$ cat config.mk
export PLATFORM = sky130hd
export DESIGN_NAME = serial_adder_n
export DESIGN_NICKNAME = d
export VERILOG_FILES = /design/src/rtl/serial_adder_n.sv
export SDC_FILE = /design/constraint.sdc
export NUM_CORES = 1
export LEC_CHECK = 0
export CAP_MARGIN = 15
export CORE_ASPECT_RATIO = 0.8
export CORE_UTILIZATION = 50
export DETAILED_ROUTE_END_ITERATION = 10
export PLACE_DENSITY_LB_ADDON = 0.2
export SLEW_MARGIN = 20
export SYNTH_ARGS = -nofsm -noshare
export SYNTH_HDL_FRONTEND = slang
export SYNTH_SLANG_ARGS = --single-unit
$ cat constraint.sdc
create_clock -name clk -period 4.2 [get_ports clk]
set_clock_uncertainty 0.1 [all_clocks]
set_input_delay 0.84 -clock clk [delete_from_list [all_inputs] [get_ports clk]]
set_output_delay 0.84 -clock clk [all_outputs]
set_load 0.05 [all_outputs]
$ cat src/rtl/serial_adder_n.sv
// Bit-serial adder: one full-adder slice reused over WIDTH cycles, with a start/busy/done handshake.
// Define SERIAL_ADDER_N_SUB_EN to add a 'sub' port that selects a - b (cout=1 means no borrow).
module serial_adder_n #(
  parameter int WIDTH = 8
) (
  input  logic             clk,
  input  logic             rst,
  input  logic             start,
  input  logic [WIDTH-1:0] a,
  input  logic [WIDTH-1:0] b,
  input  logic             cin,
`ifdef SERIAL_ADDER_N_SUB_EN
  input  logic             sub,
`endif
  output logic             busy,
  output logic             done,
  output logic [WIDTH-1:0] sum,
  output logic             cout
);

  localparam int CNT_W = $clog2(WIDTH);
  localparam logic [1:0] IDLE = 2'd0;
  localparam logic [1:0] RUN  = 2'd1;
  localparam logic [1:0] DONE = 2'd2;
  localparam logic [CNT_W-1:0] LAST = CNT_W'(WIDTH - 1);

  logic [1:0]       state_q, state_d;
  logic [CNT_W-1:0] cnt_q, cnt_d;
  logic [WIDTH-1:0] a_sh_q, a_sh_d;
  logic [WIDTH-1:0] b_sh_q, b_sh_d;
  logic [WIDTH-1:0] acc_q, acc_d;
  logic [WIDTH-1:0] sum_q, sum_d;
  logic             carry_q, carry_d;
  logic             cout_q, cout_d;
  logic [WIDTH-1:0] load_b;
  logic             load_c;
  logic [1:0]       fa;

  // Two half adders plus an OR; returns {carry, sum}.
  function automatic logic [1:0] fa_slice(input logic x, input logic y, input logic ci);
    logic s1, c1, c2;
    s1 = x ^ y;
    c1 = x & y;
    c2 = s1 & ci;
    return {c1 | c2, s1 ^ ci};
  endfunction

  always_comb begin
    load_b = b;
    load_c = cin;
`ifdef SERIAL_ADDER_N_SUB_EN
    // Two's-complement subtract: invert b and force the initial carry.
    if (sub) begin
      load_b = ~b;
      load_c = 1'b1;
    end
`endif
  end

  always_comb begin
    state_d = state_q;
    cnt_d   = cnt_q;
    a_sh_d  = a_sh_q;
    b_sh_d  = b_sh_q;
    acc_d   = acc_q;
    sum_d   = sum_q;
    carry_d = carry_q;
    cout_d  = cout_q;
    fa      = fa_slice(a_sh_q[0], b_sh_q[0], carry_q);
    case (state_q)
      IDLE, DONE: begin
        if (start) begin
          state_d = RUN;
          a_sh_d  = a;
          b_sh_d  = load_b;
          carry_d = load_c;
          cnt_d   = '0;
        end else begin
          state_d = IDLE;
        end
      end
      RUN: begin
        acc_d   = {fa[0], acc_q[WIDTH-1:1]};
        carry_d = fa[1];
        a_sh_d  = a_sh_q >> 1;
        b_sh_d  = b_sh_q >> 1;
        cnt_d   = cnt_q + 1'b1;
        // Only the final slice publishes to sum/cout; partial shifts stay internal.
        if (cnt_q == LAST) begin
          state_d = DONE;
          sum_d   = {fa[0], acc_q[WIDTH-1:1]};
          cout_d  = fa[1];
          cnt_d   = '0;
        end
      end
      default: state_d = IDLE;
    endcase
  end

  always_ff @(posedge clk or posedge rst) begin
    if (rst) begin
      state_q <= IDLE;
      cnt_q   <= '0;
      a_sh_q  <= '0;
      b_sh_q  <= '0;
      acc_q   <= '0;
      sum_q   <= '0;
      carry_q <= 1'b0;
      cout_q  <= 1'b0;
    end else begin
      state_q <= state_d;
      cnt_q   <= cnt_d;
      a_sh_q  <= a_sh_d;
      b_sh_q  <= b_sh_d;
      acc_q   <= acc_d;
      sum_q   <= sum_d;
      carry_q <= carry_d;
      cout_q  <= cout_d;
    end
  end

  assign busy = (state_q == RUN);
  assign done = (state_q == DONE);
  assign sum  = sum_q;
  assign cout = cout_q;

endmodule

# Yosys cells after proc, flatten, opt, wreduce, memory -nomap -nowiden
# Cells that the tools add are included.
[classes]
n_addsub = 1
eq_ne = 5
mux = 12
bitwise_logic = 5
n_reduce_logical = 5
[op_table]
columns = ["operator", "n"]
rows = [
  ["one-hot mux 8 bit (2 select lines)", 2],
  ["2-to-1 mux 8 bit", 2],
  ["2-to-1 mux 3 bit", 2],
  ["one-hot mux 3 bit (2 select lines)", 1],
  ["one-hot mux 2 bit (2 select lines)", 1],
  ["AND reduction 2 bit", 2],
  ["adder 3 x 1 -> 3 bit (second input constant)", 1],
  ["== test 3 bit (second input constant)", 1],
  ["bitwise AND 1 bit", 2],
  ["== test 2 x 1 -> 1 bit (second input constant)", 1],
  ["== test 2 bit (second input constant)", 1],
  ["zero test 2 bit", 1],
  ["2-to-1 mux 1 bit", 2],
  ["2-to-1 mux 2 bit", 1],
  ["inequality test 2 x 1 -> 1 bit (second input constant)", 1],
  ["inequality test 2 bit (second input constant)", 1],
  ["one-hot mux 1 bit (2 select lines)", 1],
  ["nonzero test 2 bit", 1],
  ["OR reduction 2 bit", 1],
  ["XOR 1 bit", 2],
  ["bitwise OR 1 bit", 1],
]
[totals]
register_bits = 39
inputBits = 20
out_inout_bits = 11
elab_cells = 36

# Depth between registers and ports, before layout
[depth]
depth_word = 4
ltp_mapped = 6

# Worst setup path after synthesis
# OpenSTA, ideal clock, no wires.
[synth_timing]
kind = "flip-flop to output port"
from = "register state_q[0]"
to = "output port done"
t_arrival_ns = 1.199
path_slack_ns = 2.061
stages_incl_launch_ff = 3
path_buffers = 1
path_cell_list = "dfrtp_1 > buf_4 > nor2b_1"
[synth_via]
elab_chain_len = 1
[synth_lines]
columns = ["item", "line", "source"]
rows = [
  ["start: declaration", "27", "logic [1:0] state_q, state_d;"],
  ["start signal: assignment", "111", "state_q <= state_d;"],
  ["== test 2 bit", "123", "assign done = (state_q == DONE);"],
  ["end: declaration", "16", "output logic done,"],
]
# No other way between the ends.

# Final worst setup path
[layout_timing]
from = "register state_q[0]"
to = "output port busy"
[layout_via]
elab_chain_len = 1
[layout_lines]
columns = ["item", "line", "source"]
rows = [
  ["== test 2 x 1 -> 1 bit", "122", "assign busy = (state_q == RUN);"],
  ["end: declaration", "15", "output logic busy,"],
]
# No other way between the ends.

==> flow_metrics.py <==
metrics = {
    "global_routing": {
        "grt_pass1_wl_mm": 5.26,
        "antenna_found_initial": 0,
        "grt_pass1_vias": 1141,
        "grt_max_degree": 39,
        "grt_usage_pct": 21.1,
        "grt-ovfl-total": 0,
    },
    "timing": {
        "finalSetupViolCount": 0,
        "slew_violations": 0,
        "worst_hold_slack_ns": 0.392,
        "final_hold_viol_count": 0,
        "post-route-min-period_ns": 3.09,
        "rsz0062_at_grt": "false",
        "tns_ns": 0,
        "layout_setup_ws_ns": 1.11,
        "fmax_mhz": 323,
        "tightest_slew_ns": 0.501,
        "slew_headroom_pct": 66.5,
        "period_share_pct": 73.6,
    },
    "floorplan": {
        "start_util_pct": 53.0,
        "die_h_um": 53.5,
        "num_rows": 18,
        "core_um2": 3130,
        "die_width_um": 66.4,
        "ioPinCount": 31,
        "die_area_um2": 3550,
    },
    "place": {
        "detailedPlacementHpwl_mm": 2.08,
        "pre_cts_slack_ns": 1.43,
        "gp_congestion": 0.790,
        "io_buffers": 30,
    },
    "critical_path": {
        "path_cells": "nand2b_4 > inv_6 > clkdlybuf4s50_1",
        "crit_slowest_cell": "clkdlybuf4s50_1",
        "critPathArrivalTime_ns": 2.15,
        "path_delay_family": "buffers and inverters",
        "required_ns": 3.26,
        "critPathLaunchType": "flip-flop",
        "cp.buffers_inverters": 2,
        "critPathKind": "flip-flop to output port",
        "cpPeakStageDelay_ns": 0.85,
        "worstPathMaxFanout": 25,
        "crit_path_end_kind": "output port",
    },
    "outcome": {
        "status": "complete, no violations",
    },
    "synthesis": {
        "ys_types": 22,
        "async_reset_ff_share_pct": 100,
        "synth-edff-count": 0,
        "ys_warn_count": 0,
        "ys_ff_latch": 38,
        "syn_nets": 167,
        "syn_area_um2": 1660,
        "synthCells": 144,
        "synth.yosys.seq_area_share_pct": 57.3,
        "synth_flop_cell": "dfrtp_1",
        "avgSynthCellArea_um2": 11.5,
    },
    "drt": {
        "first_pass_iters": 4,
        "routed_wl_mm": 3.15,
        "drc": 0,
        "ant_nets": 0,
        "avgRoutedWirePerCell_um": 14.6,
        "drt-initial-drc-count": 54,
        "viasPerCell": 5.46,
        "route.vias.total": 1174,
    },
    "clock_tree": {
        "clock_latency_ns": 0.29,
        "clkTransAtPathRegs_ns": 0.06,
        "cts_buffers": 5,
        "cts_tree": "yes",
        "cts_resized": 0,
        "htree_levels": 2,
        "clockBufferDepth": 2,
        "cts.sinks": 38,
        "cts-root-buf": "clkbuf_8",
        "postCtsSetupRepairBufs": 0,
        "hold_buffers": 0,
    },
    "layout": {
        "final_util_pct": 65.4,
        "drive_above_1_share_pct": 12.0,
        "multi_input_area_um2": 638,
        "layout_commonest_cell": "dfrtp_1",
        "syn2layout_area_growth_pct": 23.4,
        "nets": 198,
        "regArea_um2": 951,
        "fillers": 256,
        "antenna_cells": 0,
        "final_cell_mix": "dfrtp_1 (38), clkdlybuf4s50_1 (30), nand2_1 (21)",
    },
    "power": {
        "power_density_nw_per_um2": 821,
        "ir_drop_v": 0.000457,
        "power.total_mw": 1.68,
        "p_leak_nw": 0.945,
    },
    "run": {
        "maxCapViolations": 0,
    },
    "hold_path": {
        "hold_path.class": "flip-flop to flip-flop",
    },
}
-- metal layers --
metal / up-vias / GRT usage, % / routed length [um]
li1: 559 / - / -
met1: 574 / 29.4 / 1540
met2: 34 / 30.4 / 1390
met5: - / 0 / 0
met4: 0 / 10.6 / 65
met3: 7 / 5.82 / 148
-- final timing paths --
path,cells after the start,from,slack (ns),endpoint
max,3,state_q[0],1.11,busy
min,2,acc_q[1],0.39,acc_q[1]
max reg2reg,4,state_q[0],2.51,cout
min reg2reg,2,acc_q[1],0.39,acc_q[1]
max in group asynchronous,3,rst,2.81,sum[4]
min in group asynchronous,3,rst,0.87,b_sh_q[0]
-- worst reg2reg max path: cells and delay by family, from the launching register on --
kind	cells	cell delay [ns]
AND/OR/NAND/NOR	2	0.37
flip-flops	1	0.52
multiplexers	1	0.33
buffers and inverters	1	0.26
-- Yosys cell counts, types with 2 or more instances --
library cell	number	area share, %
mux2_4	9	8.1
ha_1	2	1.5
nor2_1	17	3.8
dfrtp_1	38	57
buf_2	4	1.2
buf_4	3	1.4
o22ai_1	14	5.3
nand2_1	21	4.8
a22o_1	6	3.2
inv_1	2	0.45
nand2b_4	2	1.7
nor2b_1	3	1.1
nor3_1	14	4.2
-- stage by stage --
stage          cells  area (um2)
2_1_floorplan    144        1660
3_3_place_gp     208        1970
3_5_place_dp     208        1970
4_1_cts          215        2050
5_1_grt          215        2050
6_report         215        2050
-- cell type report --
type                    count  area share [%]
clock buffers               7            3.73
multi-input cells          95            31.2
inverters                   3           0.795
well taps                  40            2.44
flip-flops and latches     38            46.5
repair buffers             32            15.4
-- report_power, final --
| part | switching, mW | internal [mW] |
|---|---|---|
| Combinational | 0.456 | 0.335 |
| Sequential | 0.120 | 0.541 |
| Clock | 0.114 | 0.114 |
-- cell families (layout without fill, tap and decap cells) --
logic type	Yosys count	count (layout)	synth area share [%]
AND/OR/NAND/NOR	58	58	16.8
flip-flops	38	38	57.3
AO/OA/AOI/OAI	23	23	9.50
multiplexers	11	11	9.43
buffers and inverters	11	42	4.22
adder cells (fa/ha/maj)	3	3	2.71
-- flip-flops by register name, indices dropped and copies added (netlist names) --
name / count
a_sh_q: 8
b_sh_q: 8
sum: 8
acc_q: 7
cnt_q: 3
state_q: 2
carry_q: 1
cout: 1
Note: power is estimated with default switching activity, not from simulation.
